$ cat src/rtl/key_debounce_array.sv
// rtl/key_debounce_array.sv - multi-channel push-button conditioner
// Sync, N-sample debounce on a shared tick, press/release/long/repeat pulses.
module key_debounce_array #(
    parameter int NUM_KEYS         = 4,
    parameter int CLK_FREQ_HZ      = 100_000_000,
    parameter int SAMPLE_PERIOD_US = 1000,
    parameter int STABLE_CNT       = 20,
    parameter int ACTIVE_LOW       = 1,
    parameter int LONG_CNT         = 1000,
    parameter int REPEAT_CNT       = 200
) (
    input  logic                clk_i,
    input  logic                rst_n,
    input  logic [NUM_KEYS-1:0] key_i,
    output logic [NUM_KEYS-1:0] key_level_o,
    output logic [NUM_KEYS-1:0] press_o,
    output logic [NUM_KEYS-1:0] release_o,
    output logic [NUM_KEYS-1:0] long_o,
    output logic [NUM_KEYS-1:0] repeat_o
);
    localparam int DIV      = CLK_FREQ_HZ / 1_000_000 * SAMPLE_PERIOD_US;
    localparam int DIV_W    = (DIV > 1) ? $clog2(DIV) : 1;
    localparam int STAB_W   = $clog2(STABLE_CNT + 1);
    localparam int HOLD_MAX = (LONG_CNT > REPEAT_CNT) ? LONG_CNT : REPEAT_CNT;
    localparam int HOLD_W   = (HOLD_MAX > 0) ? $clog2(HOLD_MAX + 1) : 1;

    localparam logic [DIV_W-1:0]  DIV_LAST   = DIV_W'(DIV - 1);
    localparam logic [STAB_W-1:0] STAB_HIT   = STAB_W'(STABLE_CNT);
    localparam logic [HOLD_W-1:0] LONG_HIT   = HOLD_W'(LONG_CNT);
    localparam logic [HOLD_W-1:0] REPEAT_HIT = HOLD_W'(REPEAT_CNT);
    localparam logic              POL        = (ACTIVE_LOW != 0);

    typedef enum logic [1:0] {
        ST_RELEASED  = 2'd0,
        ST_HELD      = 2'd1,
        ST_REPEATING = 2'd2
    } state_t;

    logic [DIV_W-1:0]    div_cnt;
    logic                tick;
    logic [NUM_KEYS-1:0] sync_meta;
    logic [NUM_KEYS-1:0] sync_q;

    assign tick = (div_cnt == DIV_LAST);

    always_ff @(posedge clk_i or negedge rst_n) begin
        if (!rst_n) begin
            div_cnt <= '0;
        end else if (tick) begin
            div_cnt <= '0;
        end else begin
            div_cnt <= div_cnt + 1'b1;
        end
    end

    // Synchroniser flops come out of reset at the raw "released" level.
    always_ff @(posedge clk_i or negedge rst_n) begin
        if (!rst_n) begin
            sync_meta <= {NUM_KEYS{POL}};
            sync_q    <= {NUM_KEYS{POL}};
        end else begin
            sync_meta <= key_i;
            sync_q    <= sync_meta;
        end
    end

    for (genvar k = 0; k < NUM_KEYS; k++) begin : g_ch
        state_t            state, state_nxt;
        logic              level, level_nxt;
        logic [STAB_W-1:0] stab_cnt, stab_nxt, stab_inc;
        logic [HOLD_W-1:0] hold_cnt, hold_nxt, hold_inc;
        logic              pressed_s;
        logic              press_q, release_q, long_q, repeat_q;
        logic              press_nxt, release_nxt, long_nxt, repeat_nxt;

        assign pressed_s = sync_q[k] ^ POL;
        assign stab_inc  = stab_cnt + 1'b1;
        assign hold_inc  = hold_cnt + 1'b1;

        always_comb begin
            state_nxt   = state;
            level_nxt   = level;
            stab_nxt    = stab_cnt;
            hold_nxt    = hold_cnt;
            press_nxt   = 1'b0;
            release_nxt = 1'b0;
            long_nxt    = 1'b0;
            repeat_nxt  = 1'b0;
            if (tick) begin
                if (pressed_s != level) begin
                    if (stab_inc == STAB_HIT) begin
                        level_nxt = ~level;
                        stab_nxt  = '0;
                    end else begin
                        stab_nxt = stab_inc;
                    end
                end else begin
                    stab_nxt = '0;
                end

                // The FSM reacts to the level accepted on this very tick.
                case (state)
                    ST_RELEASED: begin
                        if (level_nxt && !level) begin
                            state_nxt = ST_HELD;
                            press_nxt = 1'b1;
                            hold_nxt  = '0;
                        end
                    end
                    ST_HELD: begin
                        if (!level_nxt) begin
                            state_nxt   = ST_RELEASED;
                            release_nxt = 1'b1;
                            hold_nxt    = '0;
                        end else if (LONG_CNT != 0) begin
                            if (hold_inc == LONG_HIT) begin
                                state_nxt = ST_REPEATING;
                                long_nxt  = 1'b1;
                                hold_nxt  = '0;
                            end else begin
                                hold_nxt = hold_inc;
                            end
                        end
                    end
                    ST_REPEATING: begin
                        if (!level_nxt) begin
                            state_nxt   = ST_RELEASED;
                            release_nxt = 1'b1;
                            hold_nxt    = '0;
                        end else if (REPEAT_CNT != 0) begin
                            if (hold_inc == REPEAT_HIT) begin
                                repeat_nxt = 1'b1;
                                hold_nxt   = '0;
                            end else begin
                                hold_nxt = hold_inc;
                            end
                        end
                    end
                    default: begin
                        state_nxt = ST_RELEASED;
                        hold_nxt  = '0;
                    end
                endcase
            end
        end

        always_ff @(posedge clk_i or negedge rst_n) begin
            if (!rst_n) begin
                state     <= ST_RELEASED;
                level     <= 1'b0;
                stab_cnt  <= '0;
                hold_cnt  <= '0;
                press_q   <= 1'b0;
                release_q <= 1'b0;
                long_q    <= 1'b0;
                repeat_q  <= 1'b0;
            end else begin
                state     <= state_nxt;
                level     <= level_nxt;
                stab_cnt  <= stab_nxt;
                hold_cnt  <= hold_nxt;
                press_q   <= press_nxt;
                release_q <= release_nxt;
                long_q    <= long_nxt;
                repeat_q  <= repeat_nxt;
            end
        end

        assign key_level_o[k] = level;
        assign press_o[k]     = press_q;
        assign release_o[k]   = release_q;
        assign long_o[k]      = long_q;
        assign repeat_o[k]    = repeat_q;
    end

endmodule

$ cat config.mk
export PLATFORM = sky130hd
export DESIGN_NAME = key_debounce_array
export DESIGN_NICKNAME = d
export VERILOG_FILES = /design/src/rtl/key_debounce_array.sv
export SDC_FILE = /design/constraint.sdc
export NUM_CORES = 1
export LEC_CHECK = 0
export ABC_AREA = 1
export BUFFER_PORTS_ARGS = -buffer_cell sky130_fd_sc_hd__clkbuf_2
export CAP_MARGIN = 20
export CORE_UTILIZATION = 56
export CTS_CLUSTER_SIZE = 16
export DETAILED_ROUTE_END_ITERATION = 12
export GPL_ROUTABILITY_DRIVEN = 0
export PLACE_DENSITY = 0.73
export SLEW_MARGIN = 20
export SYNTH_ARGS = -nofsm -noshare
export SYNTH_HDL_FRONTEND = slang
export SYNTH_SLANG_ARGS = --single-unit
$ cat constraint.sdc
create_clock -name clk_i -period 4.2 [get_ports clk_i]
set_input_delay 0.63 -clock clk_i [delete_from_list [all_inputs] [get_ports clk_i]]
set_output_delay 0.63 -clock clk_i [all_outputs]
set_load 0.02 [all_outputs]
### Word level (Yosys, flattened, before mapping)

Cells that the tools add are included.

| word-level totals | value |
|---|---|
| bits in registers | 113 |
| word-level logic and storage cells | 234 |
| input port bits | 6 |

| operators by class | value |
|---|---|
| muxes and demuxes | 121 |
| reductions and logical operators | 24 |
| eq/ne operators | 37 |
| bitwise logic cells | 8 |
| add/subtract/negate cells | 9 |

Operator list:

| operator | count |
|---|---|
| 10-bit two-way mux | 20 |
| 10-bit one-hot mux with 3 select lines | 4 |
| 1-bit two-way mux | 68 |
| 10-bit by 1-bit adder with 10-bit output (second input constant) | 4 |
| 10-bit equality test (second input constant) | 4 |
| 10-bit by 8-bit equality test with 1-bit output (second input constant) | 4 |
| 5-bit two-way mux | 8 |
| 2-bit two-way mux | 16 |
| 2-bit one-hot mux with 3 select lines | 4 |
| 5-bit by 1-bit adder with 5-bit output (second input constant) | 4 |
| 5-bit equality test (second input constant) | 4 |
| 17-bit by 1-bit adder with 17-bit output (second input constant) | 1 |
| 17-bit equality test (second input constant) | 1 |
| 17-bit two-way mux | 1 |
| 2-bit inequality test (second input constant) | 8 |
| 4-bit AND reduction | 4 |
| 3-bit inequality test (second input constant) | 4 |
| 2-bit by 1-bit equality test with 1-bit output (second input constant) | 4 |
| 2-bit equality test (second input constant) | 4 |
| 2-bit logical NOT | 4 |
| 1-bit inverter | 8 |
| 2-bit AND reduction | 4 |
| 2-bit OR reduction | 4 |
| 1-bit logical AND | 4 |
| other kinds (2) | 8 |

### Longest topological paths before layout

| depth | value |
|---|---|
| depth after elaboration | 9 |
| depth in mapped cells | 13 |

### Worst setup path after synthesis

OpenSTA, ideal clock, no wires.

| path | value |
|---|---|
| path type | register to register |
| from | reg g_ch[0].hold_cnt[0] |
| to | reg g_ch[0].state[1] |
| required time | 4.083 ns |
| arrival | 1.570 ns |
| path buffers | 0 |
| period minus slack after synthesis | 1.687 ns |
| stages on the path, launching flop included | 14 |
| path slack | 2.513 ns |
| setup time | 0.117 ns |
| cells stage by stage | dfrtp_1 ha_1 nand2_1 inv_1 nand2_1 nor2_1 nor2_1 nand2_1 nor2_1 nand2_1 nand2_2 nand3_1 nand2_1 nand2_1 |

| between the ends | value |
|---|---|
| word-level cells in the longest chain between the ends | 4 |

RTL lines:

| item | RTL line | text |
|---|---|---|
| start: declaration | 71 | `logic [HOLD_W-1:0] hold_cnt, hold_nxt, hold_inc;` |
| start signal: assignment | 161 | `hold_cnt <= hold_nxt;` |
| 10-bit by 1-bit adder with 10-bit output | 78 | `assign hold_inc = hold_cnt + 1'b1;` |
| 10-bit equality test | 116 | `if (hold_inc == LONG_HIT) begin` |
| 3-bit inequality test (no line) | n/a |  |
| 4-bit AND reduction (no line) | n/a |  |
| end signal: assignment | 158 | `state <= state_nxt;` |
| end: declaration | 68 | `state_t state, state_nxt;` |

No other way between the ends.
A chain may end at the register's enable or synchronous reset.

### Worst setup path in the final report

| path | value |
|---|---|
| from | reg g_ch[3].stab_cnt[1] |
| to | reg g_ch[3].hold_cnt[5] |

| between the ends | value |
|---|---|
| word-level cells in the longest chain between the ends | 8 |

RTL lines:

| item | RTL line | text |
|---|---|---|
| start: declaration | 70 | `logic [STAB_W-1:0] stab_cnt, stab_nxt, stab_inc;` |
| start signal: assignment | 160 | `stab_cnt <= stab_nxt;` |
| 5-bit by 1-bit adder with 5-bit output (*) | 77 | `assign stab_inc = stab_cnt + 1'b1;` |
| 5-bit equality test (*) | 91 | `if (stab_inc == STAB_HIT) begin` |
| 1-bit two-way mux (*) | 91 |  |
| 1-bit two-way mux (*) | 90 | `if (pressed_s != level) begin` |
| 1-bit two-way mux (*) | 89 | `if (tick) begin` |
| 1-bit logical AND | 104 | `if (level_nxt && !level) begin` |
| 2-bit inequality test (no line) | n/a |  |
| 2-bit AND reduction (no line) | n/a |  |
| end signal: assignment | 161 |  |
| end: declaration | 71 |  |

Every way passes the cells marked *; elsewhere a longest branch is shown, timed or not. The select of a mux whose other input is x is not followed.

==> reports/metrics.yaml <==
status: "complete, no violations"
cts.sinks: 113
initial_core_util: 0.577
power_density_nw_per_um2: 340
syn2layout_area_growth_pct: 10.9
crit_path_top_delay_cell: "dfrtp_1"
clk_path_buf_depth: 2
cp.arrival_ps: 2260
hold_violations: 0
required_ps: 4510
ys.flop_type: "dfrtp_1"
path_buf_inv: 2
worst-slew-pin-transition_ps: 743
min_period_ps: 1950
ys_warn_count: 0
pre_cts_ws_ps: 2250
setup_viol: 0
pin_count: 26
drt-wirelength-per-cell_um: 12.0
tritoncts: "done"
drt-initial-drc-count: 485
crit_path_max_fanout: 10
ant_nets: 0
final_area_um2: 7680
slew_headroom: 0.505
antennaDiodeCount: 0
yosysUniqueCellTypes: 38
drc_errors: 0
syn-mean-instance-area_um2: 7.19
cts.htree.levels: 4
antenna_found_initial: 0
core-area_um2: 12000
rows: 40
vias_per_cell: 5.18
worstPathCellList: "ha_1, inv_1, nor2_1, nand4_1, a21oi_1, inv_2, nand2_1, nand2_1"
dpl.hpwl_mm: 9.68
yosys.area.top_type: "dfrtp_1"
numPortBuffers: 25
fillCellCount: 1052
grt_max_degree: 62
clk_latency_ps: 420
grt_pass1_vias: 5526
timing.hold.ws_ps: 276
drt_wl_total_mm: 13.8
async_flop_share: 1.00
cts_buffers: 17
setup_ws_ps: 2250
synthTopCellsByCount: "nand2_1 (324), nor2_1 (126), inv_1 (115)"
synth_nets: 991
crit_family: "simple AND/OR/NAND/NOR gates"
ys_seq_area_frac: 0.410
tns_ps: 0
p_total_mw: 2.61
synth.most_common_cell: "nand2_1"
clk_pin_slew_ps: 50
postCtsSetupBuffers: 0
peakVddDrop_v: 0.000279
skew_ps: 7.18
synthTopCellsByArea: "dfrtp_1 (38%), nand2_1 (18%), nor2_1 (6.8%)"
grt_pass1_wl_mm: 24.9
globalRouteTotalUtil: 0.244
critPathMaxStageDelay_ps: 390
synth_top_area_frac: 0.379
cp_common_cell: "nand2_1"
postSynthCellCount: 964
holdBufCountCts: 0
hold_class: "input pin to async pin"
cp-start-kind: "flip-flop"
path_class: "flip-flop to flip-flop"
fmax_ghz: 0.512
die-area_um2: 12800
die_h_um: 113
syn_area_um2: 6930
fin_crit_sh: 0.465
via_count: 5935
rsz0062_at_grt: "no"
grt_overflow_total: 0
max_cap_viol_count: 0
die_w_um: 113
synth_seq_cells: 113
nNetsFinal: 1013
slew_viol_final: 0
end_kind: "flip-flop"
ctsResizeCount: 0
power_leakage_nw: 3.61
drive_gt1_frac: 0.114
placed_area_um2: 7060
firstDrtPassIters: 5
cts_root_buf: "clkbuf_16"
synth-edff-count: 0
-- registers in the layout, summed over array words and instances (netlist names) --
signal and count:
g_ch.state 8, sync_meta 4, div_cnt 17, g_ch.level 4, g_ch.release_q 4, g_ch.stab_cnt 20, g_ch.repeat_q 4, sync_q 4
g_ch.long_q 4, g_ch.hold_cnt 40, g_ch.press_q 4
-- layout make-up --
cell class / count / area [um^2] / share of cell area
flip-flops and latches: 113 / 2840 / 0.369
well taps: 147 / 184 / 0.0239
inverters: 121 / 455 / 0.0593
clock inverters: 9 / 131 / 0.0171
repair buffers: 29 / 158 / 0.0205
multi-input cells: 704 / 3430 / 0.446
clock buffers: 23 / 488 / 0.0635
-- layer usage --
metal / share of wire / vias up / GRT usage
li1: - / 3112 / -
met1: 0.48 / 2683 / 0.322
met2: 0.46 / 118 / 0.390
met3: 0.037 / 22 / 0.0595
met4: 0.020 / 0 / 0.0921
met5: 0 / - / 0
-- cells by family (layout without fill, tap and decap cells) --
logic type | Yosys count | count (layout) | share of synthesized area
fa+ha+maj | 21 | 21 | 0.0379
buf+inv | 147 | 182 | 0.0952
xor+xnor | 11 | 11 | 0.0139
compound gates | 60 | 60 | 0.0562
flops | 113 | 113 | 0.410
simple gates | 612 | 612 | 0.387
-- layout by cell type, fill, tap and decap left out, types with 6 or more instances in the layout --
cell type    n
a21oi_1     17
clkbuf_16   17
clkbuf_2    24
dfrtp_1    105
dfstp_2      8
ha_1        21
inv_1      115
nand2_1    324
nand2_2     16
nand3_1     71
nand3_2      9
nand4_1     33
nor2_1     126
nor2_2       6
nor3_1       8
o21ai_0     19
o22ai_1      9
xnor2_1      6
-- stage by stage --
step | utilization | std cells
after floorplan | - | 964
after global placement | 0.588 | 1114
after detailed placement | 0.588 | 1114
after CTS | 0.640 | 1146
after global routing | 0.640 | 1146
final | 0.640 | 1146
-- power breakdown --
| part | internal (mW) | switching (mW) |
|---|---|---|
| combinational | 0.00555 | 0.0238 |
| clock | 0.992 | 0.492 |
| sequential | 1.10 | 0.00311 |
-- final timing paths --
path	cells past startpoint	slack, ps	to	from
max	8	2250	g_ch[3].hold_cnt[5]$_DFFE_PN0P_	g_ch[3].stab_cnt[1]$_DFFE_PN0P_
min	1	280	g_ch[1].hold_cnt[7]$_DFFE_PN0P_	rst_n
max reg2reg	8	2250	g_ch[3].hold_cnt[5]$_DFFE_PN0P_	g_ch[3].stab_cnt[1]$_DFFE_PN0P_
min reg2reg	0	350	sync_q[0]$_DFF_PN1_	sync_meta[0]$_DFF_PN1_
max in group asynchronous	2	3030	sync_q[0]$_DFF_PN1_	rst_n
min in group clk_i	1	290	sync_meta[2]$_DFF_PN1_	key_i[2]
-- worst reg2reg max path, delay by kind of cell, from the launching register on --
kind            cells  cell delay (ps)
buf+inv             2              220
compound gates      1              320
simple gates        4              690
fa+ha+maj           1              220
flops               1              390
Note: power is estimated with default switching activity, not from simulation.
